$ cat src/rtl/gate_model_test_sequencer.sv
// BIST sequencer for a 22-input / 10-output GateModel netlist.
// A 22-bit LFSR drives stimulus, and a 10-bit MISR folds in the responses.
module gate_model_test_sequencer #(
  parameter logic [21:0] SEED          = 22'h000001,
  parameter int          NUM_PATTERNS  = 1024,
  parameter int          SETTLE_CYCLES = 2,
  parameter int          CNT_W         = 16,
  parameter logic [9:0]  EXP_SIG       = 10'h000
) (
  input  logic             clk,
  input  logic             rst,
  input  logic             start,
  input  logic             abort,
  input  logic [9:0]       dut_out,
  output logic [21:0]      dut_in,
  output logic             busy,
  output logic             done,
  output logic [9:0]       signature,
  output logic             pass,
  output logic [CNT_W-1:0] pattern_idx
);

  localparam logic [21:0]      SEED_EFF = (SEED == 22'h000000) ? 22'h000001 : SEED;
  localparam int               SC_W     = $clog2(SETTLE_CYCLES + 2);
  localparam logic [SC_W-1:0]  SC_LAST  = SC_W'((SETTLE_CYCLES > 0) ? (SETTLE_CYCLES - 1) : 0);
  localparam logic [CNT_W-1:0] IDX_LAST = CNT_W'(NUM_PATTERNS - 1);

  typedef enum logic [2:0] {
    IDLE    = 3'd0,
    APPLY   = 3'd1,
    SETTLE  = 3'd2,
    CAPTURE = 3'd3,
    DONE    = 3'd4
  } state_t;

  state_t           state_r, state_s;
  logic [21:0]      lfsr_r;
  logic [9:0]       misr_r;
  logic [21:0]      din_r;
  logic [CNT_W-1:0] idx_r;
  logic [SC_W-1:0]  settle_cnt_r;
  logic             busy_r, done_r, pass_r;
  logic [9:0]       misr_nxt_s;
  logic             last_s;

  // x^10 + x^3 + 1 signature register step
  function automatic logic [9:0] misr_step(input logic [9:0] cur, input logic [9:0] resp);
    return ({cur[8:0], 1'b0} ^ (cur[9] ? 10'h009 : 10'h000)) ^ resp;
  endfunction

  // x^22 + x^21 + 1 stimulus generator step
  function automatic logic [21:0] lfsr_step(input logic [21:0] cur);
    return {cur[20:0], cur[21] ^ cur[20]};
  endfunction

  // Next-state selection; abort pre-empts every non-idle state
  always_comb begin
    state_s    = state_r;
    misr_nxt_s = misr_step(misr_r, dut_out);
    last_s     = (idx_r == IDX_LAST);
    case (state_r)
      IDLE:    if (start) state_s = APPLY; else state_s = IDLE;
      APPLY:   if (abort) state_s = IDLE;
               else if (SETTLE_CYCLES == 0) state_s = CAPTURE;
               else state_s = SETTLE;
      SETTLE:  if (abort) state_s = IDLE;
               else if (settle_cnt_r == SC_LAST) state_s = CAPTURE;
               else state_s = SETTLE;
      CAPTURE: if (abort) state_s = IDLE;
               else if (last_s) state_s = DONE;
               else state_s = APPLY;
      DONE:    state_s = IDLE;
      default: state_s = IDLE;
    endcase
  end

  // State register and registered status flags
  always_ff @(posedge clk or posedge rst) begin
    if (rst) begin
      state_r <= IDLE;
      busy_r  <= 1'b0;
      done_r  <= 1'b0;
    end else begin
      state_r <= state_s;
      busy_r  <= (state_s == APPLY) || (state_s == SETTLE) || (state_s == CAPTURE);
      done_r  <= (state_s == DONE);
    end
  end

  // Stimulus, response compaction and pattern bookkeeping
  always_ff @(posedge clk or posedge rst) begin
    if (rst) begin
      lfsr_r       <= SEED_EFF;
      misr_r       <= 10'h000;
      din_r        <= 22'h000000;
      idx_r        <= '0;
      settle_cnt_r <= '0;
      pass_r       <= 1'b0;
    end else begin
      case (state_r)
        IDLE: begin
          if (start) begin
            misr_r <= 10'h000;
            pass_r <= 1'b0;
            idx_r  <= '0;
            lfsr_r <= SEED_EFF;
          end
        end
        APPLY: begin
          settle_cnt_r <= '0;
          if (!abort) din_r <= lfsr_r;
        end
        SETTLE: settle_cnt_r <= settle_cnt_r + SC_W'(1);
        CAPTURE: begin
          if (!abort) begin
            misr_r <= misr_nxt_s;
            lfsr_r <= lfsr_step(lfsr_r);
            // pass is resolved on entry to DONE so it is already valid in the done cycle
            if (last_s) pass_r <= (misr_nxt_s == EXP_SIG);
            else idx_r <= idx_r + CNT_W'(1);
          end
        end
        DONE: ;
        default: ;
      endcase
      if (abort && (state_r != IDLE)) pass_r <= 1'b0;
    end
  end

  assign dut_in      = din_r;
  assign busy        = busy_r;
  assign done        = done_r;
  assign signature   = misr_r;
  assign pass        = pass_r;
  assign pattern_idx = idx_r;

endmodule

$ cat config.mk
export PLATFORM = sky130hd
export DESIGN_NAME = gate_model_test_sequencer
export DESIGN_NICKNAME = d
export VERILOG_FILES = /design/src/rtl/gate_model_test_sequencer.sv
export SDC_FILE = /design/constraint.sdc
export NUM_CORES = 1
export LEC_CHECK = 0
export CORE_ASPECT_RATIO = 1.5
export CORE_MARGIN = 2
export CORE_UTILIZATION = 39
export CTS_CLUSTER_SIZE = 25
export DETAILED_ROUTE_END_ITERATION = 6
export GPL_TIMING_DRIVEN = 0
export PLACE_DENSITY = 0.7
export SLEW_MARGIN = 20
export SYNTH_ARGS = -nofsm -noshare
export SYNTH_HDL_FRONTEND = slang
export SYNTH_SLANG_ARGS = --single-unit
$ cat constraint.sdc
create_clock -name clk -period 4.6 [get_ports clk]
set_clock_uncertainty 0.2 [all_clocks]
set_input_delay 1.15 -clock clk [delete_from_list [all_inputs] [get_ports clk]]
set_output_delay 1.15 -clock clk [all_outputs]
set_load 0.02 [all_outputs]
==> results.py <==
metrics = {
    "worst_hold_path": {
        "hold_depth": 1,
        "min_from": "dut_in[16]",
        "hold_class": "flop to flop",
    },
    "placed_design": {
        "portBuffers": 64,
        "dpl_cell_area_mm2": 0.00437,
        "gp_congestion": 0.881,
        "post-dp-hpwl_mm": 5.65,
    },
    "setup_path": {
        "r2r_slack_ns": 2.08,
        "crit_chain": "clkdlybuf4s50_1 > nor4b_1 > buf_2 > mux2_1",
        "reg2regPathDepth": 4,
        "start_kind": "primary input",
        "path_delay_family": "buffers and inverters",
        "crit_start": "abort",
        "required_ns": 4.61,
        "critPathBufInv": 2,
        "crit_slowest_cell": "nor4b_1",
        "reg2reg_from": "state_r[1]",
        "crit_type": "primary input to flop",
        "arrival_ns": 3.18,
        "cp_num_cells": 4,
        "critical_path.max_fanout": 10,
        "cp-end-kind": "flop",
        "critPathMaxStageDelay_ns": 0.76,
    },
    "finish": {
        "final_util_pct": 53.0,
        "diodes": 0,
        "final_nets": 432,
        "final_common_cell": "dfrtp_1",
        "fill_cells": 805,
        "post_route_cells_drive_above_1_share_pct": 5.94,
        "area_delta_synth_final_pct": 31.6,
        "final_cell_mix": "dfrtp_1 (77), nand2_1 (71), clkdlybuf4s50_1 (64)",
        "design_area_mm2": 0.00468,
    },
    "drt": {
        "firstDrtPassIters": 4,
        "drt-initial-drc-count": 208,
        "wire_per_inst_um": 15.2,
        "via_per_inst": 5.41,
        "drc": 0,
        "num_vias": 2872,
        "routed_wl_mm": 8.07,
        "final_antenna_net_count": 0,
    },
    "clocking": {
        "clkLatencyLatePin_ns": 0.33,
        "postCtsSetupRepairBufs": 0,
        "cts_num_sinks": 78,
        "cts-resized-gates": 0,
        "cts_tree": "built",
        "ctsRootBufferMaster": "clkbuf_16",
        "cts_made_buffers": 9,
        "postCtsHoldBufs": 0,
        "ctsHtreeMaxLevel": 3,
        "clockBufferDepth": 2,
        "clk_pin_slew_ns": 0.06,
    },
    "floorplan": {
        "coreArea_mm2": 0.00883,
        "core.rowCount": 42,
        "die_h_um": 121,
        "die_x_um": 82.0,
        "die_area_mm2": 0.00992,
        "start_util_pct": 40.3,
        "ioPinCount": 65,
    },
    "global_routing": {
        "antenna_found_initial": 0,
        "grt_pass1_wl_mm": 13.5,
        "first_global_vias": 2809,
        "overflow": 0,
        "grt_use_total_pct": 18.0,
        "grt_max_degree": 53,
    },
    "yosys": {
        "synth-main-ff-cell": "dfrtp_1",
        "yosysWarnings": 0,
        "syn-cell-area_mm2": 0.00356,
        "ys_types": 48,
        "synth_fp_nets": 356,
        "postSynthAreaPerCell_um2": 10.5,
        "synth_edf_count": 0,
        "postSynthCellCount": 340,
        "synthArstFlopShare_pct": 100,
        "synth_seq_cells": 78,
        "ys_seq_area_share_pct": 54.9,
    },
    "sta": {
        "rsz0062_at_grt": "no",
        "fin_crit_sh_pct": 69.0,
        "tns_ns": 0,
        "setup_viol": 0,
        "hold_violations": 0,
        "period_needed_ns": 3.17,
        "drv_slew": 0,
        "maxSlewHeadroom_pct": 41.4,
        "max_freq_mhz": 315,
        "worst_pin_slew_ns": 0.867,
    },
    "pwr": {
        "p_leak_nw": 2.02,
        "p_clk_share_pct": 35.7,
        "worst_ir_drop_vdd_mv": 0.218,
        "p_int_w": 0.00143,
        "sw_frac_of_total_pct": 31.4,
        "p_seq_share_pct": 38.3,
        "power_switching_w": 0.000656,
        "comb_power_share_pct": 26.0,
        "cellPowerDensity_mw_per_mm2": 445,
    },
    "flow_run": {
        "drv_cap": 0,
    },
    "run_status": {
        "status": "finished clean",
    },
}
==> routing by layer <==
metal  GRT usage, %  wire length (µm)  vias up
li1               -                 -     1363
met1           20.8              3210     1427
met2           30.2              4320       64
met3           4.39               302       18
met4           9.17               239        0
met5              0                 0        -
==> area by class of cell <==
cell class,count,area (µm²),area share (%)
Clock inverter,5,83.8,1.79
Timing Repair Buffer,65,668,14.3
Tap cell,110,138,2.94
Clock buffer,11,233,4.97
Multi-Input combinational cell,238,1510,32.2
Buffer,19,76.3,1.63
Sequential cell,78,1950,41.7
Inverter,5,21.3,0.454
==> cell families (layout without fill, tap and decap cells) <==
logic type / after synthesis / count (layout) / synth area share, %
buffers and inverters: 24 / 105 / 2.67
adders and majority gates: 2 / 2 / 0.703
DFF: 78 / 78 / 54.9
AOI/OAI and AO/OA: 62 / 62 / 10.7
muxes: 30 / 30 / 9.28
and+or+nand+nor: 131 / 131 / 18.6
xor gates and xnor gates: 13 / 13 / 3.20
==> state kept, by name, summed over array words and instances (netlist names) <==
register	flops
busy	1
done	1
dut_in	22
lfsr_r	22
pass	1
pattern_idx	16
settle_cnt_r	2
signature	10
state_r	3
==> path summary, 6_finish.rpt <==
check / endpoint
hold reg to reg: dut_in[16]
setup / recovery: dut_in[12]
max in group asynchronous: lfsr_r[0]
hold / removal: dut_in[16]
setup reg to reg: dut_in[12]
min in group asynchronous: dut_in[3]
==> cells in the mapped netlist, drive strengths merged (2+ instances only) <==
cell | number | share of area (%)
dfrtp | 77 | 54
nand2 | 71 | 7.5
o21ai | 27 | 3.9
mux2 | 24 | 7.6
clkbuf | 14 | 1.5
o31ai | 13 | 2.7
xnor2 | 12 | 3.0
a21oi | 9 | 1.3
nand3 | 9 | 1.3
nor3 | 7 | 0.98
mux2i | 6 | 1.7
nand4 | 6 | 1.1
buf | 5 | 0.67
inv | 5 | 0.53
nor4 | 5 | 0.88
and3 | 4 | 0.70
nor2 | 4 | 0.42
or4 | 4 | 0.95
a31oi | 3 | 0.53
and4 | 3 | 0.74
nand2b | 3 | 0.53
or3 | 3 | 0.53
a211o | 2 | 0.49
a21o | 2 | 0.42
and2 | 2 | 0.35
ha | 2 | 0.70
nor4b | 2 | 0.49
==> metrics by stage <==
stage | std cells | power, W | hold WS (ns) | setup slack, ns
finish | 531 | 0.00209 | 0.282 | 1.43
CTS | 531 | 0.00211 | 0.290 | 1.44
global placement | 514 | 0.00134 | 0.267 | 0.0489
global route | 531 | 0.00220 | 0.297 | 1.27
floorplan | 340 | 0.00116 | 0.254 | 1.26
detailed placement | 515 | 0.00135 | 0.277 | 1.11
==> power groups by stage <==
stage | combinational [W] | clock [W] | sequential, W
after floorplan | 0.000310 | 0 | 0.000848
after global placement | 0.000525 | 0 | 0.000811
after detailed placement | 0.000542 | 0 | 0.000811
after CTS | 0.000547 | 0.000764 | 0.000800
after global routing | 0.000599 | 0.000796 | 0.000808
final | 0.000541 | 0.000745 | 0.000800
(Power assumes the default switching activity.)
